File: src/rtl/pipe_ctl_pkg.sv
// Shared definitions for the pipeline control unit.
// Latency: n/a (types and constants only).
// Backpressure: n/a.
package pipe_ctl_pkg;

   // Default register-specifier width for the 32-register MIPS file.
   localparam int REG_ADDR_W_DEFAULT = 5;

   // Control state encoding.
   typedef enum logic [1:0] {
      ST_RUN   = 2'd0,
      ST_STALL = 2'd1,
      ST_FLUSH = 2'd2
   } ctl_state_t;

endpackage

File: src/rtl/sat_counter.sv
// Saturating event counter: counts inc pulses, holds at all-ones.
// Latency: the count reflects an inc one cycle after it is asserted.
// Backpressure: none; inc is sampled every cycle.
// Ports: clk, rst (sync, active-high, clears to 0), inc (count enable),
//        count (current value).
module sat_counter #(
   parameter int CNT_W = 16
) (
   input  logic             clk,
   input  logic             rst,
   input  logic             inc,
   output logic [CNT_W-1:0] count
);

   always_ff @(posedge clk) begin
      if (rst) begin
         count <= '0;
      end else if (inc && (count != {CNT_W{1'b1}})) begin
         count <= count + 1'b1;
      end
   end

endmodule

File: src/rtl/branch_hazard_ctl.sv
// Pipeline control: taken-branch redirect/flush, one-cycle load-use stall,
// and saturating counters for taken branches and stall cycles.
// Latency: control outputs are combinational (same cycle); counters lag by 1.
// Backpressure: drives pipeline backpressure via pc_write/ifid_write/idex_bubble.
// Ports:
//   clk, rst                  clock, synchronous active-high reset
//   m_branch, m_zero          branch control and ALU zero from EX/MEM
//   ex_memread, ex_rt         load in EX and its destination register
//   id_rs, id_rt, id_uses_rt  source registers of the instruction in ID
//   pcsrc, pc_write           PC mux select and PC load enable
//   ifid_write, idex_bubble   IF/ID load enable, zero ID/EX control fields
//   ifid_flush, idex_flush, exmem_flush   pipeline register clears
//   taken_cnt, stall_cnt      saturating performance counters
module branch_hazard_ctl
   import pipe_ctl_pkg::*;
#(
   parameter int REG_ADDR_W = REG_ADDR_W_DEFAULT,
   parameter int CNT_W      = 16
) (
   input  logic                  clk,
   input  logic                  rst,
   input  logic                  m_branch,
   input  logic                  m_zero,
   input  logic                  ex_memread,
   input  logic [REG_ADDR_W-1:0] ex_rt,
   input  logic [REG_ADDR_W-1:0] id_rs,
   input  logic [REG_ADDR_W-1:0] id_rt,
   input  logic                  id_uses_rt,
   output logic                  pcsrc,
   output logic                  pc_write,
   output logic                  ifid_write,
   output logic                  idex_bubble,
   output logic                  ifid_flush,
   output logic                  idex_flush,
   output logic                  exmem_flush,
   output logic [CNT_W-1:0]      taken_cnt,
   output logic [CNT_W-1:0]      stall_cnt
);

   ctl_state_t state, state_nxt;
   logic       taken;
   logic       hazard;
   logic       inc_taken;
   logic       inc_stall;

   assign taken  = m_branch & m_zero;

   // Register 0 is hardwired to zero, so a load "to" it can never feed ID.
   assign hazard = ex_memread & (ex_rt != '0) &
                   ((ex_rt == id_rs) | (id_uses_rt & (ex_rt == id_rt)));

   always_comb begin
      pcsrc       = 1'b0;
      pc_write    = 1'b1;
      ifid_write  = 1'b1;
      idex_bubble = 1'b0;
      ifid_flush  = 1'b0;
      idex_flush  = 1'b0;
      exmem_flush = 1'b0;
      inc_taken   = 1'b0;
      inc_stall   = 1'b0;
      state_nxt   = ST_RUN;

      if (rst) begin
         // Freeze the front end while reset is held.
         pc_write   = 1'b0;
         ifid_write = 1'b0;
      end else begin
         case (state)
            ST_RUN, ST_STALL: begin
               if (taken) begin
                  // Redirect wins over a coincident load-use: the stalled
                  // instruction is on the wrong path and gets flushed anyway.
                  pcsrc       = 1'b1;
                  ifid_flush  = 1'b1;
                  idex_flush  = 1'b1;
                  exmem_flush = 1'b1;
                  inc_taken   = 1'b1;
                  state_nxt   = ST_FLUSH;
               end else if (hazard && (state == ST_RUN)) begin
                  // In STALL the load has moved to MEM; forwarding covers it,
                  // so a lingering match must not stall a second time.
                  pc_write    = 1'b0;
                  ifid_write  = 1'b0;
                  idex_bubble = 1'b1;
                  inc_stall   = 1'b1;
                  state_nxt   = ST_STALL;
               end
            end
            // FLUSH: EX/MEM still shows the redirected branch this cycle, so
            // taken/hazard are stale and ignored; normal advance.
            default: state_nxt = ST_RUN;
         endcase
      end
   end

   always_ff @(posedge clk) begin
      if (rst) begin
         state <= ST_RUN;
      end else begin
         state <= state_nxt;
      end
   end

   sat_counter #(.CNT_W(CNT_W)) u_taken_cnt (
      .clk   (clk),
      .rst   (rst),
      .inc   (inc_taken),
      .count (taken_cnt)
   );

   sat_counter #(.CNT_W(CNT_W)) u_stall_cnt (
      .clk   (clk),
      .rst   (rst),
      .inc   (inc_stall),
      .count (stall_cnt)
   );

endmodule

File: config.mk
export PLATFORM = sky130hd
export DESIGN_NAME = branch_hazard_ctl
export DESIGN_NICKNAME = d
export VERILOG_FILES = /design/src/rtl/pipe_ctl_pkg.sv /design/src/rtl/sat_counter.sv /design/src/rtl/branch_hazard_ctl.sv
export SDC_FILE = /design/constraint.sdc
export NUM_CORES = 1
export LEC_CHECK = 0
export CORE_MARGIN = 8
export CORE_UTILIZATION = 40
export CTS_CLUSTER_SIZE = 10
export DETAILED_ROUTE_END_ITERATION = 8
export PLACE_DENSITY = 0.81
export SLEW_MARGIN = 5
export SYNTH_ARGS = -nofsm -noshare
export SYNTH_HDL_FRONTEND = slang
export SYNTH_SLANG_ARGS = --single-unit
File: constraint.sdc
create_clock -name clk -period 1.95 [get_ports clk]
set_input_delay 0.2925 -clock clk [delete_from_list [all_inputs] [get_ports clk]]
set_output_delay 0.2925 -clock clk [all_outputs]
set_load 0.05 [all_outputs]
==> metrics.cfg <==
[final_layout]
most-common-layout-cells=sky130_fd_sc_hd__clkdlybuf4s50_1 (33), sky130_fd_sc_hd__buf_4 (33), sky130_fd_sc_hd__nor2_1 (26)
number_of_diodes_added_for_antenna_fixing=0
area_delta_synth_final_pct=61.7
n_fill_cell=380
drive_above_1_share_pct=27.9
num-nets-final=346

[critical_path]
rrSetupSlack_ns=0.14
timing.critical_path.required_ns=1.66
setup.worst_path.class=input port to primary output
critPathCapture=pc_write
crit_start=id_rt[1]
worstRegToRegCells=5
end_of_the_worst_register_to_register_path=u_stall_cnt.count[15]$_SDFFE_PP0P_
worstPathArrival_ns=1.70
endpoint_kind_of_the_worst_setup_timing_path=primary output
worst_r2r_startpoint=u_stall_cnt.count[4]$_SDFFE_PP0P_
critPathLaunchType=input port
critical_path_peak_fanout=3

[synth]
synth_simple_gate_area_share_pct=32.4
syn-num-nets=256
edff_count_synth=0
synth_area_sq_mm=0.00194
syn_area_per_cell_sq_um=8.33
yosysUniqueCellTypes=39
yosysSeqAreaShare_pct=35.1
asyncSetResetFlopFracSynth_pct=0
synth_seq_cells=34
combinational_family_with_the_most_area_after_synthesis=simple AND/OR/NAND/NOR gates
synth-xor-area-share_pct=9.02
compound_cell_area_share_of_the_yosys_netlist_pct=12.6
post_synthesis_cell_count=233
synth-adder-area-share_pct=1.29
post_synth_mux_area_share_pct=4.90
synth.yosys.warnings=0
synth-main-ff-cell=sky130_fd_sc_hd__dfxtp_1

[clock_network]
postCtsHoldBufs=0
cts.reportedPaths.clkPinSlew_ns=0.07
cts_max_path_buffers=2
tritoncts_clock_tree=yes
cts_buffers=5
cts_root_buf=sky130_fd_sc_hd__clkbuf_8
cts.sinks=34
htreeDepth=2
clk_latency_ns=0.28

[sta]
finalHoldViolCount=0
timing.hold.ws_ns=0.422
post-route-period-util_pct=102
worstMarginPinSlew_ns=0.514
slew_viol_final=0
tns_ns=-0.0856
setup_repair_after_global_routing_missed_its_margin=true
max-slew-margin-rel_pct=65.6
final.setup_skew_ns=0.00713
period_needed_ns=1.99
max_freq_mhz=502
setup-violations-final=2
postLayoutSetupSlackWorst_ns=-0.0429

[placement]
portbufs=59
hpwl_um=4050
placer_congestion_estimate=0.810

[outcome]
failed_checks=negative setup slack
outcome=finished, violations left

[pwr]
power.density_mw_per_mm2=512
power.internal_uw=1230
swShare_pct=23.3
power.sequential.fraction_pct=43.6
power.static_leakage_uw=0.00117
comb_power_share_pct=15.2
switching_power_uw=374
ir_worst_vdd_v=0.000312
power_frac_clock_pct=41.1

[die]
ioPinCount=60
chipHeight_um=85.7
core.rowCount=25
placeableCoreArea_sq_mm=0.00469
die-area_sq_mm=0.00734
dieWidth_um=85.7
start_util_pct=41.4

[route]
drc_errors=0
drt-initial-drc-count=124
wl_um=5640
detail_route.wl_per_cell_um=15.0
drt-vias-per-instance=5.54
drt-pass1-iter-count=4
drt.antenna.violating_nets=0
dr_total_vias=2089

[global_routing]
grtUsageTotal_pct=15.0
antenna_found_initial=0
grt-ovfl-total=0
grt_pass1_vias=1997
grt_first_pass_wirelength_um=9210
pin_count_of_the_biggest_net_entering_global_routing=41

[job]
cap_violations=0

[worst_hold_path]
holdCritPathClass=input port to flip-flop

[cell type report]
type / instances / area [sq um] / share of cell area (%)
Inverter: 4 / 15.0 / 0.478
Clock inverter: 1 / 30.0 / 0.956
Tap cell: 54 / 67.6 / 2.15
Timing Repair Buffer: 97 / 978 / 31.2
Clock buffer: 6 / 82.6 / 2.63
Multi-Input combinational cell: 181 / 1270 / 40.4
Sequential cell: 34 / 697 / 22.2
[cell usage after synthesis (4+ instances only)]
library cell               number  area share, %
sky130_fd_sc_hd__a211oi_1       4            1.5
sky130_fd_sc_hd__a21oi_1       14            3.6
sky130_fd_sc_hd__and3_1         5            1.6
sky130_fd_sc_hd__and4_1         4            1.8
sky130_fd_sc_hd__buf_4          4            1.5
sky130_fd_sc_hd__clkbuf_1       7            1.4
sky130_fd_sc_hd__dfxtp_1       34             35
sky130_fd_sc_hd__inv_1          4           0.77
sky130_fd_sc_hd__mux2_2         4            2.3
sky130_fd_sc_hd__mux2i_1        5            2.6
sky130_fd_sc_hd__nand2_1       14            2.7
sky130_fd_sc_hd__nand2b_1       5            1.6
sky130_fd_sc_hd__nand3_1       15            3.9
sky130_fd_sc_hd__nand4_1        9            2.9
sky130_fd_sc_hd__nor2_1        29            5.6
sky130_fd_sc_hd__nor3_1         9            2.3
sky130_fd_sc_hd__o31ai_1       10            3.9
sky130_fd_sc_hd__or4_1         12            4.6
sky130_fd_sc_hd__xnor2_1       11            5.0
sky130_fd_sc_hd__xor2_1         9            4.1
[power by group through the flow]
stage / Sequential [uW] / Combinational (uW) / Clock [uW]
after floorplan: 723 / 94.4 / 0
after global placement: 716 / 214 / 0
after detailed placement: 716 / 219 / 0
after CTS: 700 / 222 / 674
after global routing: 701 / 260 / 702
final: 701 / 245 / 661
[per-stage QoR]
step           cell area [sq um]  setup WS (ns)  power [uW]  instances  utilization [%]
2_1_floorplan               1980         -0.318         817        233                -
3_3_place_gp                2870         -0.456         930        364             61.1
3_5_place_dp                2870         -0.529         935        364             61.1
4_1_cts                     3030        0.00246        1600        373             64.5
5_1_grt                     3140         -0.115        1660        377             66.9
6_report                    3140        -0.0429        1610        377             66.9
[metal layers]
metal	wire [um]	vias to the layer above	global-route usage [%]	share of wire, %
met5	0	-	0	0
met4	117	0	5.41	2.1
met1	2340	982	17.0	41
met2	2890	59	26.2	51
li1	-	1038	-	-
met3	301	10	4.20	5.3
[logic make-up after synthesis]
family / after synthesis
simple gates: 115
fa+ha+maj: 2
flops: 34
mux: 9
compound gates: 35
buf+inv: 18
xor+xnor: 20
[worst max-delay path, cell delays in order]
cell	delay, ns
sky130_fd_sc_hd__clkdlybuf4s15_1	0.18
sky130_fd_sc_hd__xor2_1	0.17
sky130_fd_sc_hd__nor4_2	0.29
sky130_fd_sc_hd__a32oi_2	0.20
sky130_fd_sc_hd__buf_4	0.19
sky130_fd_sc_hd__nor2_4	0.14
sky130_fd_sc_hd__nor2_4	0.07
sky130_fd_sc_hd__buf_12	0.16
[registers in the layout, summed over array words and instances, names as in the netlist]
name               cells
u_taken_cnt.count     16
state                  2
u_stall_cnt.count     16
[how the worst min path moves through the flow]
stage                                        endpoint                              start  cells past startpoint
global placement                  state[1]$_SDFF_PP0_                state[1]$_SDFF_PP0_                      1
CTS                 u_stall_cnt.count[9]$_SDFFE_PP0P_  u_stall_cnt.count[9]$_SDFFE_PP0P_                      2
floorplan                         state[1]$_SDFF_PP0_                state[1]$_SDFF_PP0_                      1
global route                      state[1]$_SDFF_PP0_                             m_zero                      3
finish                            state[1]$_SDFF_PP0_                             m_zero                      3
detailed placement                state[1]$_SDFF_PP0_                state[1]$_SDFF_PP0_                      1
[what timing repair did]
item                       CTS  global route
cloned                       0             0
setup endpoints to repair   22            26
buffers inserted             3             4
pin swaps                   14            16
gates resized for setup     42            20
hold endpoints to repair     0             0
Note: power is estimated with default switching activity, not from simulation.
